==> src/rtl/ddr_burst_rd_master.sv <==
// ddr_burst_rd_master
// Avalon-MM burst read master. Fetches len_words contiguous 64-bit words
// starting at base_addr and streams them out through a show-ahead FIFO.
// A request is split into bursts of at most BURST_LEN beats. Each burst is
// issued only when the FIFO has room for every beat still in flight.
//
// Ports
//   exclk, rst_n            clock, asynchronous active-low reset
//   start, base_addr,       request strobe (sampled while busy=0), byte
//   len_words               address of first word, length in 64-bit words
//   busy, done              transfer in progress / last word entered FIFO
//   avm_*                   Avalon-MM read master (burst)
//   out_valid, out_data,    show-ahead output stream; a word is popped
//   out_ready               when out_valid & out_ready
module ddr_burst_rd_master #(
  parameter int unsigned BURST_LEN  = 16,
  parameter int unsigned FIFO_DEPTH = 64
) (
  input  logic        exclk,
  input  logic        rst_n,
  input  logic        start,
  input  logic [31:0] base_addr,
  input  logic [15:0] len_words,
  output logic        busy,
  output logic        done,
  input  logic        avm_waitrequest,
  output logic        avm_read,
  output logic [31:0] avm_address,
  output logic [4:0]  avm_burstcount,
  output logic [7:0]  avm_byteenable,
  input  logic [63:0] avm_readdata,
  input  logic        avm_readdatavalid,
  output logic        out_valid,
  output logic [63:0] out_data,
  input  logic        out_ready
);

  localparam int unsigned AW = $clog2(FIFO_DEPTH);
  localparam int unsigned CW = AW + 1;

  typedef enum logic [1:0] {IDLE, ISSUE, WAIT_RX} state_t;

  state_t        state, state_nxt;
  logic [31:0]   cur_addr, addr_nxt;
  logic [15:0]   remaining, rem_nxt;
  logic [15:0]   len_q;
  logic [15:0]   received, rx_nxt;
  logic [CW-1:0] outstanding, out_nxt;
  logic [CW-1:0] fifo_count, cnt_nxt;
  logic [4:0]    bc_nxt;
  logic [31:0]   credit;
  logic          accept, push, pop, issue_ok, done_nxt;

  logic [63:0]   mem [FIFO_DEPTH];
  logic [AW-1:0] wr_ptr, rd_ptr;

  assign accept         = avm_read & ~avm_waitrequest;
  assign push           = avm_readdatavalid;
  assign pop            = out_valid & out_ready;
  assign avm_byteenable = 8'hFF;
  assign busy           = (state != IDLE);
  assign out_valid      = (fifo_count != '0);
  assign out_data       = mem[rd_ptr];

  assign cnt_nxt = fifo_count + CW'(push) - CW'(pop);
  assign out_nxt = outstanding + (accept ? CW'(avm_burstcount) : '0) - CW'(push);

  // The next command is qualified against next-cycle occupancy and
  // in-flight beats; that sum can only shrink while a command waits, so a
  // held command never breaks the credit bound.
  always_comb begin
    state_nxt = state;
    addr_nxt  = cur_addr;
    rem_nxt   = remaining;
    rx_nxt    = received + 16'(push);
    done_nxt  = 1'b0;
    case (state)
      IDLE: begin
        rx_nxt = '0;
        if (start) begin
          if (len_words != '0) begin
            state_nxt = ISSUE;
            addr_nxt  = base_addr;
            rem_nxt   = len_words;
          end else begin
            done_nxt = 1'b1;
          end
        end
      end
      ISSUE: begin
        if (accept) begin
          addr_nxt = cur_addr + {24'b0, avm_burstcount, 3'b000};
          rem_nxt  = remaining - 16'(avm_burstcount);
          if (rem_nxt == '0) state_nxt = WAIT_RX;
        end
      end
      WAIT_RX: begin
        if (rx_nxt == len_q) begin
          done_nxt  = 1'b1;
          state_nxt = IDLE;
        end
      end
      default: state_nxt = IDLE;
    endcase
    bc_nxt   = (rem_nxt >= 16'(BURST_LEN)) ? 5'(BURST_LEN) : rem_nxt[4:0];
    credit   = 32'(cnt_nxt) + 32'(out_nxt) + 32'(bc_nxt);
    issue_ok = (state_nxt == ISSUE) && (rem_nxt != '0) && (credit <= FIFO_DEPTH);
  end

  always_ff @(posedge exclk or negedge rst_n) begin
    if (!rst_n) state <= IDLE;
    else        state <= state_nxt;
  end

  always_ff @(posedge exclk or negedge rst_n) begin
    if (!rst_n) begin
      cur_addr       <= '0;
      remaining      <= '0;
      len_q          <= '0;
      received       <= '0;
      outstanding    <= '0;
      done           <= 1'b0;
      avm_read       <= 1'b0;
      avm_address    <= '0;
      avm_burstcount <= '0;
    end else begin
      cur_addr    <= addr_nxt;
      remaining   <= rem_nxt;
      received    <= rx_nxt;
      outstanding <= out_nxt;
      done        <= done_nxt;
      if (state == IDLE && start && len_words != '0) len_q <= len_words;
      if (!(avm_read && avm_waitrequest)) begin
        avm_read       <= issue_ok;
        avm_address    <= addr_nxt;
        avm_burstcount <= issue_ok ? bc_nxt : '0;
      end
    end
  end

  always_ff @(posedge exclk) begin
    if (push) mem[wr_ptr] <= avm_readdata;
  end

  always_ff @(posedge exclk or negedge rst_n) begin
    if (!rst_n) begin
      wr_ptr     <= '0;
      rd_ptr     <= '0;
      fifo_count <= '0;
    end else begin
      if (push) wr_ptr <= wr_ptr + AW'(1);
      if (pop)  rd_ptr <= rd_ptr + AW'(1);
      fifo_count <= cnt_nxt;
    end
  end

  a_no_overflow: assert property (@(posedge exclk) disable iff (!rst_n)
    (push && !pop) |-> (fifo_count < CW'(FIFO_DEPTH)))
    else $error("fifo overflow");

  a_rdv_in_request: assert property (@(posedge exclk) disable iff (!rst_n)
    push |-> (state != IDLE))
    else $error("readdatavalid outside a request");

  a_cmd_hold: assert property (@(posedge exclk) disable iff (!rst_n)
    (avm_read && avm_waitrequest) |=>
      (avm_read && $stable(avm_address) && $stable(avm_burstcount)))
    else $error("command changed during waitrequest");

endmodule
==> config.mk <==
export PLATFORM = sky130hd
export DESIGN_NAME = ddr_burst_rd_master
export DESIGN_NICKNAME = d
export VERILOG_FILES = /design/src/rtl/ddr_burst_rd_master.sv
export SDC_FILE = /design/constraint.sdc
export NUM_CORES = 2
export LEC_CHECK = 0
export CAP_MARGIN = 30
export CORE_MARGIN = 2
export CORE_UTILIZATION = 54
export CTS_BUF_LIST = sky130_fd_sc_hd__clkbuf_8
export DETAILED_ROUTE_END_ITERATION = 12
export PLACE_DENSITY = 0.71
export SLEW_MARGIN = 20
export SYNTH_ARGS = -nofsm -noshare
export SYNTH_HDL_FRONTEND = slang
export SYNTH_SLANG_ARGS = --single-unit
==> constraint.sdc <==
create_clock -name exclk -period 18.1 [get_ports exclk]
set_input_delay 3.62 -clock exclk [delete_from_list [all_inputs] [get_ports exclk]]
set_output_delay 3.62 -clock exclk [all_outputs]
set_load 0.02 [all_outputs]
Yosys cells after proc, flatten, opt, wreduce, memory -nomap -nowiden --
Memory sizes are Yosys's and may differ from the RTL's. Cells that the tools add are included.
Word-level totals: bits in writable memories 4096, word-level logic and storage cells 69, memories kept 1, input bits 118, output and inout bits 113, register bits 147
Memory list:
- mem | depth 64, bits a word 64, rd ports 1, clocked after Yosys merged registers in 0, wr ports 1, RTL line 54 | logic [63:0] mem [FIFO_DEPTH];
Operators by class: muxes and demuxes 24, add/subtract/negate cells 11, reductions and logical operators 11, order comparisons 2, bitwise operators 3, eq/ne operators 4
Operator list (count):
- 32-bit two-way mux | 3
- 16-bit two-way mux | 4
- 32-bit one-hot mux with 2 select lines | 1
- 32-bit by 8-bit adder with 32-bit output | 1
- 16-bit one-hot mux with 2 select lines | 1
- 16-bit nonzero test | 2
- 16-bit by 1-bit adder with 16-bit output | 1
- 16-bit == test | 1
- 16-bit by 5-bit greater-or-equal comparator with 1-bit output (second input constant) | 1
- 16-bit zero test | 1
- 16-bit by 5-bit subtractor with 16-bit output | 1
- 5-bit two-way mux | 3
- 7-bit by 1-bit subtractor with 7-bit output | 2
- 6-bit by 1-bit adder with 6-bit output (second input constant) | 2
- 2-bit two-way mux | 5
- 8-bit by 5-bit adder with 9-bit output | 1
- 9-bit by 7-bit less-or-equal comparator with 1-bit output (second input constant) | 1
- 7-bit by 7-bit adder with 8-bit output | 1
- 7-bit by 1-bit adder with 7-bit output | 1
- 7-bit by 5-bit adder with 7-bit output | 1
- 7-bit nonzero test | 1
- 2-bit one-hot mux with 3 select lines | 1
- 1-bit logical AND | 5
- 1-bit two-way mux | 5
- 7 further kinds | 9

Longest topological paths before layout --
depth after elaboration 10, depth in mapped cells 25, depth with buffers taken out 24

Least setup slack after synthesis --
OpenSTA, ideal clock, no wires.
path type input to register, start in avm_readdatavalid, end mem mem[48][0], enable pin, path buffers 1, arrival time 8.747 ns, stages on the path 4, slack 8.789 ns, library setup time 0.565 ns, path through clkbuf_1 -> nand3_1 -> or3_1 -> nor3_1
On the way: longest elaborated chain between the ends 2
Ends and longest elaborated chain:
- from (decl) | RTL line 32 | input logic avm_readdatavalid,
- 1-bit two-way mux | RTL line 142 | if (push) mem[wr_ptr] <= avm_readdata;
- 1-bit two-way mux (not written as such) | RTL line 142
- to (decl) | RTL line 54
No other way between the ends.

Worst setup path in the final report --
start reg rd_ptr[0], end out out_data[38]
On the way: longest elaborated chain between the ends 1
Ends and longest elaborated chain:
- from (decl) | RTL line 55 | logic [AW-1:0] wr_ptr, rd_ptr;
- from (signal assigned) | RTL line 152 | if (pop) rd_ptr <= rd_ptr + AW'(1);
- memory 64 x 64 bit
- to (decl) | RTL line 34 | output logic [63:0] out_data,
No other way between the ends.

==> reports/results.ini <==
[worst_setup_path]
arrival_ns = 6.83
cpPeakStageDelay_ns = 0.90
worst-endpoint-required_ns = 14.48
critical_path.endpoint_type = primary output
path_cells = buf_12, buf_4, buf_12, buf_4, buf_12, mux4_2, mux4_2, mux4_2, clkdlybuf4s50_1
r2r_cells = 20
cp_max_fo = 106
startpoint_type = flip-flop
critPathKind = flip-flop to primary output
slowest_stage = dfrtp_4

[logic_synthesis]
postSynthAreaPerCell_um2 = 24.3
muxShareOfSynthArea = 0.187
ys_types = 82
yosys.area_share.simple = 0.0127
synth.most_common_cell = edfxtp_1
synth-edff-count = 4096
ys_ff_latch = 4243
synth_cells = 6725
synth_fa_ha_area_frac = 0.00444
synth-compound-area-share = 0.00763
yosys_warnings = 0
synth_top_area_cell = edfxtp_1
synth_top_family_by_area = multiplexers
async_flop_share = 0.0346
synth_commonest_cells = 4096 x edfxtp_1, 1344 x mux4_2, 242 x clkbuf_1
synth_top_area_share = 0.753
synth_area_um2 = 163000
ys.flop_type = edfxtp_1
ys_seq_area_frac = 0.775
synthXorXnorAreaFrac = 0.00300
yosys-top-cells-area = edfxtp_1 75%, mux4_2 19%, dfrtp_1 2.3%

[cells_and_area]
fillers = 19662
register_area_um2 = 127000
multi_input_area_um2 = 35600
fin_nets = 7732
post-route-util = 0.617
area_growth_pct = 13.4
drive_above_1_share = 0.322

[timing]
worst_slew_pin_slew_ns = 1.17
fin_skew_ns = 0.100
fin_crit_ns = 10.45
fin_setup_tns_ns = 0
fmax_mhz = 95.7
setup_viol = 0
rsz0062_at_grt = no
hold_viol = 0
finalCritPeriodShare = 0.577
finalMaxSlewViolations = 0
max_slew_margin = 0.221

[clock_network]
cts_root_buffer = clkbuf_8
cts_tree = done
clkLatencyLatePin_ns = 1.23
clock-sinks = 4243
htree_levels = 6
ctsResizeCount = 0
postCtsSetupRepairBufs = 0
clk_path_buf_depth = 4
clkTransAtPathRegs_ns = 0.06
cts_inserted_buffers = 658
ctsHoldBuffers = 0

[floorplanning]
core_area_um2 = 301000
die_h_um = 554
chipWidth_um = 554
io_pins = 231
initial_core_util = 0.544
rows = 201
dieArea_um2 = 307000

[grt]
grt_pass1_wl_um = 601000
gr-usage-all-layers = 0.280
grt_pass1_vias = 79319
grt_max_degree = 153
overflow = 0
antenna_found_initial = 21

[detailed_routing]
maxUsedRoutingLayer = met5
drt_first_iter_violations = 11968
drt_drc_violations_left = 0
wl_met3_um = 54900
vias = 80199
wl_per_cell_um = 35.7
ant_nets = 0
routed_wl_um = 430000
drt_pass1_iterations = 6
avgViaCountPerCell = 6.66
met2WireLength_um = 206000
wl_met1_um = 156000

[place]
dp_hpwl_um = 221000
place_congestion = 0.834
port_buffers = 222

[power]
leakagePower_nw = 59.2
cellPowerDensity_nw_per_um2 = 150
ir_drop_v = 0.000159

[worst_hold_path]
hold_path_class = flip-flop to flip-flop
hold_depth = 2

[run]
cap_violations = 0

[run_status]
status = complete, no violations

[final timing paths]
kind | startpoint | endpoint | slack (ns)
setup / recovery | rd_ptr[0]$_DFFE_PN0P_ | out_data[38] | 7.65
hold / removal | cur_addr[1]$_DFF_PN0_ | cur_addr[1]$_DFF_PN0_ | 0.47
setup reg to reg | state[0]$_DFF_PN0_ | avm_burstcount[4]$_DFFE_PN0N_ | 11.61
hold reg to reg | cur_addr[1]$_DFF_PN0_ | cur_addr[1]$_DFF_PN0_ | 0.47
max in group asynchronous | rst_n | cur_addr[20]$_DFF_PN0_ | 14.35
min in group asynchronous | rst_n | done$_DFF_PN0_ | 2.50
[worst max-delay path: cells and delay by family, from the launching register on]
| family | cells | cell delay (ns) |
|---|---|---|
| buffers and inverters | 6 | 2.83 |
| muxes | 3 | 1.55 |
| DFF | 1 | 0.90 |
[report_power, final]
group,internal [mW],switching (mW),total [mW]
clock,3.60,3.80,7.40
sequential,11.3,0.288,11.5
combinational,4.34,4.58,8.93
total,19.2,8.67,27.9
[routing by layer]
layer / up-vias / global-route usage
met5: - / 0
met4: 14 / 0.0878
met3: 852 / 0.0628
met2: 5577 / 0.436
met1: 42944 / 0.401
li1: 30812 / -
[cell type report]
type	instances	share of cell area
Sequential cell	4243	0.684
Multi-Input combinational cell	2080	0.192
Clock buffer	663	0.0492
Timing Repair Buffer	520	0.0314
Tap cell	3958	0.0267
Clock inverter	510	0.0157
Inverter	59	0.00120
Antenna cell	10	0.000135
[state kept, by name, summed over array words and instances (netlist names)]
signal          flops
mem              4096
avm_address        32
cur_addr           32
len_q              16
received           16
remaining          16
fifo_count          7
outstanding         7
rd_ptr              6
wr_ptr              6
avm_burstcount      5
state               2
avm_read            1
done                1
[cell families after synthesis]
family                     after synthesis
and+or+nand+nor                        423
other                                    1
DFF                                   4243
buffers and inverters                  409
adders and majority gates               52
AOI/OAI and AO/OA                      175
xor gates and xnor gates                56
muxes                                 1366
[stage by stage]
step	total power [mW]	worst slack (ns)	std cells	area, um2	hold WS (ns)
finish	27.9	7.65	12043	185000	0.469
global route	28.9	7.23	12037	185000	0.504
CTS	27.9	7.21	11984	184000	0.471
detailed placement	20.6	8.50	10811	172000	0.458
global placement	20.4	8.53	10768	171000	0.452
floorplan	17.7	8.79	6732	163000	0.436
[cell usage in the layout, fill, tap and decap left out, drive strengths merged, types with 16 or more instances in the layout]
cell type,n
a21oi,34
a31oi,16
buf,340
clkbuf,664
clkdlybuf4s50,179
clkinv,225
dfrtp,147
edfxtp,4096
ha,42
inv,329
mux2,19
mux4,1344
nand2,128
nand3,32
nand4,16
nor2,139
nor3,21
nor4,18
o21ai,27
xnor2,33
xor2,23
Note: power is estimated with default switching activity, not from simulation.
